$ cat src/rtl/cpu_pkg.sv
// Shared definitions for the instruction decoder: opcodes, instruction field
// positions, FSM state encoding and the per-opcode decode record.
package cpu_pkg;

    localparam int OP_MSB  = 15;
    localparam int OP_LSB  = 12;
    localparam int RD_MSB  = 11;
    localparam int RD_LSB  = 9;
    localparam int RA_MSB  = 8;
    localparam int RA_LSB  = 6;
    localparam int RB_MSB  = 5;
    localparam int RB_LSB  = 3;
    localparam int IMM_MSB = 7;
    localparam int IMM_LSB = 0;

    localparam logic [3:0] OP_ADD   = 4'h0;
    localparam logic [3:0] OP_SUB   = 4'h1;
    localparam logic [3:0] OP_AND   = 4'h2;
    localparam logic [3:0] OP_OR    = 4'h3;
    localparam logic [3:0] OP_XOR   = 4'h4;
    localparam logic [3:0] OP_NOT   = 4'h5;
    localparam logic [3:0] OP_SHL   = 4'h6;
    localparam logic [3:0] OP_SHR   = 4'h7;
    localparam logic [3:0] OP_LDI   = 4'h8;
    localparam logic [3:0] OP_LDH   = 4'h9;
    localparam logic [3:0] OP_LOAD  = 4'hA;
    localparam logic [3:0] OP_STORE = 4'hB;
    localparam logic [3:0] OP_CMP   = 4'hC;
    localparam logic [3:0] OP_JMP   = 4'hD;
    localparam logic [3:0] OP_BRZ   = 4'hE;
    localparam logic [3:0] OP_HALT  = 4'hF;

    typedef enum logic [2:0] {
        ST_IDLE   = 3'd0,
        ST_DECODE = 3'd1,
        ST_READ   = 3'd2,
        ST_EXEC   = 3'd3,
        ST_WB     = 3'd4,
        ST_HALTED = 3'd5
    } state_e;

    typedef struct packed {
        logic writes_rd;
        logic uses_imm;
        logic imm_high;
        logic is_halt;
    } op_info_t;

    // LDH places the byte in the upper half; everything else zero-extends.
    function automatic logic [15:0] extend_imm(input logic [7:0] imm8, input logic high);
        return high ? {imm8, 8'h00} : {8'h00, imm8};
    endfunction

endpackage

$ cat src/rtl/decode_lut.sv
// Combinational opcode classifier: which opcodes write rD, carry an
// immediate (and in which byte), and which one halts the machine.
module decode_lut
    import cpu_pkg::*;
(
    input  logic [3:0] op_i,
    output op_info_t   info_o
);

    always_comb begin
        info_o = '0;
        case (op_i)
            OP_ADD, OP_SUB, OP_AND, OP_OR,
            OP_XOR, OP_NOT, OP_SHL, OP_SHR: begin
                info_o.writes_rd = 1'b1;
            end
            OP_LDI: begin
                info_o.writes_rd = 1'b1;
                info_o.uses_imm  = 1'b1;
            end
            OP_LDH: begin
                info_o.writes_rd = 1'b1;
                info_o.uses_imm  = 1'b1;
                info_o.imm_high  = 1'b1;
            end
            OP_LOAD: begin
                info_o.writes_rd = 1'b1;
                info_o.uses_imm  = 1'b1;
            end
            // Address-carrying ops expose imm8 but leave rD untouched.
            OP_STORE, OP_JMP, OP_BRZ: begin
                info_o.uses_imm = 1'b1;
            end
            OP_CMP: begin
                info_o = '0;
            end
            OP_HALT: begin
                info_o.is_halt = 1'b1;
            end
            default: begin
                info_o = '0;
            end
        endcase
    end

endmodule

$ cat src/rtl/instr_decoder.sv
// Instruction decoder/sequencer: accepts one instruction at a time, drives the
// register file and ALU through DECODE/READ/EXEC, and writes the result back.
module instr_decoder
    import cpu_pkg::*;
#(
    parameter int DATA_WIDTH  = 16,
    parameter int SEL_WIDTH   = 3,
    parameter int INSTR_WIDTH = 16
) (
    input  logic                   I_clk,
    input  logic                   I_reset,
    input  logic                   I_enable,
    input  logic [INSTR_WIDTH-1:0] I_instr,
    input  logic                   I_instr_valid,
    output logic                   O_instr_ready,
    output logic [SEL_WIDTH-1:0]   O_rA_select,
    output logic [SEL_WIDTH-1:0]   O_rB_select,
    output logic [SEL_WIDTH-1:0]   O_rD_select,
    output logic                   O_regfile_enable,
    output logic                   O_rD_write,
    output logic [DATA_WIDTH-1:0]  O_rD_in,
    output logic [3:0]             O_alu_op,
    output logic [DATA_WIDTH-1:0]  O_imm,
    output logic                   O_alu_start,
    input  logic                   I_alu_done,
    input  logic [DATA_WIDTH-1:0]  I_alu_result,
    output logic                   O_halt
);

    state_e                 state_q, state_d;
    logic [INSTR_WIDTH-1:0] instr_q;
    logic [DATA_WIDTH-1:0]  rd_in_q;
    op_info_t               info;
    logic                   accept;
    logic                   capture_result;

    decode_lut u_decode_lut (
        .op_i   (instr_q[OP_MSB:OP_LSB]),
        .info_o (info)
    );

    assign accept         = I_instr_valid & O_instr_ready & I_enable;
    assign capture_result = I_enable & (state_q == ST_EXEC) & I_alu_done & info.writes_rd;

    // State register: a stall freezes the sequencer in whatever state it is in.
    always_ff @(posedge I_clk or posedge I_reset) begin
        if (I_reset) begin
            state_q <= ST_IDLE;
        end else if (I_enable) begin
            state_q <= state_d;
        end
    end

    // Next-state logic.
    always_comb begin
        state_d = state_q;
        case (state_q)
            ST_IDLE: begin
                if (I_instr_valid) begin
                    state_d = ST_DECODE;
                end
            end
            ST_DECODE: begin
                state_d = info.is_halt ? ST_HALTED : ST_READ;
            end
            ST_READ: begin
                state_d = ST_EXEC;
            end
            ST_EXEC: begin
                if (I_alu_done) begin
                    state_d = info.writes_rd ? ST_WB : ST_IDLE;
                end
            end
            ST_WB: begin
                state_d = ST_IDLE;
            end
            ST_HALTED: begin
                state_d = ST_HALTED;
            end
            default: begin
                state_d = ST_IDLE;
            end
        endcase
    end

    // Instruction latch and write-back data register.
    always_ff @(posedge I_clk or posedge I_reset) begin
        if (I_reset) begin
            instr_q <= '0;
            rd_in_q <= '0;
        end else begin
            if (accept) begin
                instr_q <= I_instr;
            end
            if (capture_result) begin
                rd_in_q <= I_alu_result;
            end
        end
    end

    // Outputs: strobes come straight from the state register so a reset
    // kills an in-progress write without waiting for a clock edge.
    always_comb begin
        O_instr_ready    = (state_q == ST_IDLE);
        O_halt           = (state_q == ST_HALTED);
        O_regfile_enable = 1'b0;
        O_rD_write       = 1'b0;
        O_alu_start      = 1'b0;
        if (I_enable) begin
            case (state_q)
                ST_DECODE: O_regfile_enable = ~info.is_halt;
                ST_READ:   O_alu_start      = 1'b1;
                ST_WB: begin
                    O_regfile_enable = 1'b1;
                    O_rD_write       = 1'b1;
                end
                default: begin
                    O_regfile_enable = 1'b0;
                end
            endcase
        end
    end

    assign O_rD_select = instr_q[RD_MSB:RD_LSB];
    assign O_rA_select = instr_q[RA_MSB:RA_LSB];
    assign O_rB_select = instr_q[RB_MSB:RB_LSB];
    assign O_alu_op    = instr_q[OP_MSB:OP_LSB];
    assign O_rD_in     = rd_in_q;
    assign O_imm       = info.uses_imm
                       ? DATA_WIDTH'(extend_imm(instr_q[IMM_MSB:IMM_LSB], info.imm_high))
                       : '0;

endmodule
$ cat config.mk
export PLATFORM = sky130hd
export DESIGN_NAME = instr_decoder
export DESIGN_NICKNAME = d
export VERILOG_FILES = /design/src/rtl/cpu_pkg.sv /design/src/rtl/decode_lut.sv /design/src/rtl/instr_decoder.sv
export SDC_FILE = /design/constraint.sdc
export NUM_CORES = 1
export LEC_CHECK = 0
export ABC_AREA = 1
export BUFFER_PORTS_ARGS = -buffer_cell sky130_fd_sc_hd__buf_2
export CORE_UTILIZATION = 47
export DETAILED_ROUTE_END_ITERATION = 6
export PLACE_DENSITY = 0.86
export SLEW_MARGIN = 5
export SYNTH_ARGS = -nofsm -noshare
export SYNTH_HDL_FRONTEND = slang
export SYNTH_HIERARCHICAL = 1
export SYNTH_SLANG_ARGS = --single-unit
$ cat constraint.sdc
create_clock -name I_clk -period 1.5 [get_ports I_clk]
set_clock_uncertainty 0.2 [all_clocks]
set_input_delay 0.15 -clock I_clk [delete_from_list [all_inputs] [get_ports I_clk]]
set_output_delay 0.15 -clock I_clk [all_outputs]
set_load 0.02 [all_outputs]
== Yosys cells after proc, flatten, opt, wreduce, memory -nomap -nowiden ==
Index checks and enable logic that the tools add are counted.
Operators by class
  equality and inequality tests: 21
  mux-type cells: 17
  bitwise operators: 6
  reduce and logical (&&, ||, !) cells: 5
Operator list (number)
  16-bit 2-to-1 mux: 2
  4-bit == test (second input constant): 7
  4-bit by 3-bit == test with 1-bit output (second input constant): 4
  3-bit case mux with 5 select lines: 1
  3-bit 2-to-1 mux: 4
  11-bit OR reduction: 1
  1-bit 2-to-1 mux: 9
  4-bit by 2-bit == test with 1-bit output (second input constant): 2
  3-bit by 2-bit == test with 1-bit output (second input constant): 2
  3-bit == test (second input constant): 2
  6-bit OR reduction: 1
  1-bit bitwise AND: 5
  4-bit by 1-bit == test with 1-bit output (second input constant): 1
  4-bit logical NOT: 1
  2-bit inequality test (second input constant): 2
  3-bit by 1-bit == test with 1-bit output (second input constant): 1
  3-bit logical NOT: 1
  3-bit AND reduction: 1
  1-bit case mux with 2 select lines: 1
  1-bit inverter: 1
Storage, ports and cells
  register bits: 35
  bits of input ports: 37

== Longest topological paths before layout ==
  depth after elaboration: 6
  mapped depth: 7
  gate-level depth less buffers: 7

== Hierarchy ==
The synthesis kept the hierarchy.
Modules (own cells, without submodules)
  instr_decoder: times used 1, cells an instance 222, area an instance 1893.1 um^2
  decode_lut: times used 1, cells an instance 14, area an instance 67.6 um^2

== Worst setup path before layout ==
Ideal clock, no wire load.
  path kind: register to output
  start: reg instr_q[14]
  end: out O_imm[10]
  data arrival time: 1138 ps
  path slack: 12 ps
  cell stages (with the launch flop): 6
  cell sequence: dfrtp_1 > inv_1 > nand2_1 > nor3_2 > nand2_1 > nor2_1
RTL lines
  from (decl): RTL line instr_decoder.sv:31  | logic [INSTR_WIDTH-1:0] instr_q;
  from (signal assigned): RTL line instr_decoder.sv:93  | instr_q <= I_instr;
  to (decl): RTL line instr_decoder.sv:23  | output logic [DATA_WIDTH-1:0] O_imm,

==> impl_metrics.ini <==
[outcome]
run_status = complete, but fails checks
violations = negative setup slack

[place]
dp_hpwl_mm = 2.87
place.detailed.instances = 362
buffer_ports.inserted = 86
place.gp.congestion = 0.909

[setup_path]
crit_slowest_cell = dfrtp_2
timing.critical_path.cells = nand2_2 -> clkinv_1 -> nand2_1 -> nand3_2 -> nand2_4 -> nor2_1 -> buf_4
cp.required_ps = 1150
cpPeakStageDelay_ps = 440
worst_setup_path_end_kind = output pin
worst-setup-path-type = reg -> out
critical_path_arrival_ps = 1500
timing.critical_path.fanout_max = 8
crit_path_start_kind = flip-flop

[clock_network]
clk_latency_ps = 280
clk_pin_slew_ps = 70
number_of_buffers_added_by_the_clock_tree_synthesis_step = 5
cts-root-to-sink-buffers = 2
htree_num_levels = 2
tritoncts_num_sinks = 35
tritoncts = built
ctsRootBufferMaster = clkbuf_8

[logic_synthesis]
synth-seq-cells = 35
syn_area_per_cell_sq_um = 8.31
synthDominantCellAreaShare_pct = 44.7
synth.largest_area_cell = dfrtp_1
synth-seq-area-share_pct = 44.7
yosys.cell_types.count = 19
netlist_area_sq_um = 1960
post_synth_inst_count = 236
mappedNetlistNets = 273
synthesis.yosys.warnings = 6
post_synth_main_area_contributors = dfrtp_1 45%, o21ai_2 14%, nand2_1 10%

[route]
detailedRoute.firstPassIterationCount = 6
drc = 0
drt.antenna.violating_nets = 0
avgRoutedWirePerCell_microns = 15.9
dr_total_vias = 2068
totalWireLength_mm = 6.64
drt-vias-per-instance = 4.95
initialDrtViolationCount = 63

[die]
core.rowCount = 23
floorplan.io_pins = 87
start_util_pct = 49.0
dieArea_sq_um = 4430
die-height_microns = 66.6
width_of_the_die_microns = 66.6
floorplan.core_area_sq_um = 4000

[sta]
slew_worst_pin_ps = 440
final_max_slew_viol_count = 0
finalHoldViolations = 0
fin_crit_sh_pct = 123
layout_min_cycle_time_ps = 1850
rsz0062_at_grt = true
setup-violations-final = 48
clock.fmax_ghz = 0.540
relative_slew_margins_pct = 70.7
layout_setup_ws_ps = -352

[power_and_ir_drop]
power.switching_mw = 3.01
power.share.switching_pct = 47.5
power.combinational.fraction_pct = 58.9
share_clk_of_total_power_pct = 11.0
power.internal_mw = 3.33
pwr-share-seq_pct = 30.1
power_per_cell_area_nw_per_um2 = 1830
leakage_nw = 1.85
vdd_ir_drop_max_uv = 1300

[global_route]
grt_first_pass_wirelength_mm = 8.71
maximum_number_of_pins_on_one_net_before_global_route_repair = 36
antenna_found_initial = 0
overflow = 0
first_global_vias = 1946
globalRouteTotalUtil_pct = 26.8

[final_layout]
nets = 404
finalNonFillerCells = 418
final_layout_size_suffix_gt1_share_pct = 62.0
post-route-util_pct = 86.8
areaGrowthSynthToFinish_pct = 77.1
layout.cells.most_common = buf_2
commonest_non_fill_non_tap_cells_in_the_layout = 68 x buf_2, 45 x inv_1, 37 x nand2_4
total_inserted_antenna_cells = 0
fill_cells = 192

[job]
drv_cap = 0

[hold_path]
hp-class = in -> reg
[worst paths after layout]
check	endpoint	start	depth (start not counted)	slack (ps)
max in group asynchronous	instr_q[14]$_DFFE_PP0P_	I_reset	4	450
setup / recovery	O_imm[8]	instr_q[14]$_DFFE_PP0P_	7	-350
min in group asynchronous	instr_q[11]$_DFFE_PP0P_	I_reset	4	300
hold reg to reg	instr_q[10]$_DFFE_PP0P_	instr_q[10]$_DFFE_PP0P_	2	290
setup reg to reg	O_rD_in[1]$_DFFE_PP0P_	state_q[1]$_DFFE_PP0P_	7	-130
hold / removal	state_q[2]$_DFFE_PP0P_	I_enable	4	70
[critical path, delay by kind of cell, from the launching register on]
kind / cells / cell delay, ps
AND/OR/NAND/NOR: 5 / 560
buffers and inverters: 2 / 210
flip-flops: 1 / 440
[cells in the mapped netlist]
cell type,instances
dfrtp_1,35
nand2_1,53
nor2_2,1
nand3b_1,2
a21oi_1,2
nor2_1,25
buf_6,6
nand2_2,5
nand4_1,1
nand3_2,1
inv_2,1
nand4_4,1
clkinv_1,1
buf_4,13
nand3_4,1
nor3_2,1
inv_1,51
o21ai_2,32
nand3_1,4
[sequential cells by signal, indices dropped and copies added, names as in the netlist]
register and cells:
O_rD_in 16, instr_q 16, state_q 3
[metrics by stage]
stage	worst slack [ps]	power, mW	hold slack (ps)	cell area, sq um	setup TNS [ps]
finish	-352	6.34	65.6	3470	-7960
global route	-446	6.68	85.9	3470	-11200
CTS	-320	5.55	61.5	3160	-6380
detailed placement	-123	4.15	78.3	2380	-1620
global placement	-26.4	4.05	66.6	2380	-226
floorplan	12.3	3.57	91.6	1960	0
[power groups by stage]
stage	clock, mW	combinational [mW]	sequential (mW)
after global placement	0	2.41	1.65
after global routing	0.741	3.98	1.96
after CTS	0.687	3.10	1.76
after floorplan	0	1.71	1.86
after detailed placement	0	2.49	1.66
final	0.696	3.74	1.91
[cell type report]
cell class	instances	area, sq um	share of cell area, %
Clock buffer	5	68.8	1.98
Clock inverter	3	20.0	0.577
Inverter	53	201	5.80
Multi-Input combinational cell	129	1110	31.9
Sequential cell	35	883	25.4
Tap cell	50	62.6	1.80
Timing Repair Buffer	143	1130	32.5
[timing repair]
item	CTS	global route
resized for setup	76	69
endpoints found under the setup margin	36	54
buffers inserted	10	1
pin swaps	11	12
cloned	2	3
hold buffers	33	0
hold endpoints to repair	67	0
[routing by layer]
metal	wire length [microns]	vias up	track usage, %
met5	0	-	0
met4	228	0	9.57
met3	350	20	6.34
met2	3690	83	51.3
met1	2370	1006	27.9
li1	-	959	-
[kinds of logic (layout without fill, tap and decap cells)]
| family | Yosys count | after routing | share of synthesized area, % |
|---|---|---|---|
| simple gates | 95 | 95 | 22.0 |
| buf+inv | 72 | 204 | 18.6 |
| flops | 35 | 35 | 44.7 |
| compound gates | 34 | 34 | 14.8 |
No activity file was read; power rests on OpenSTA's default activity.
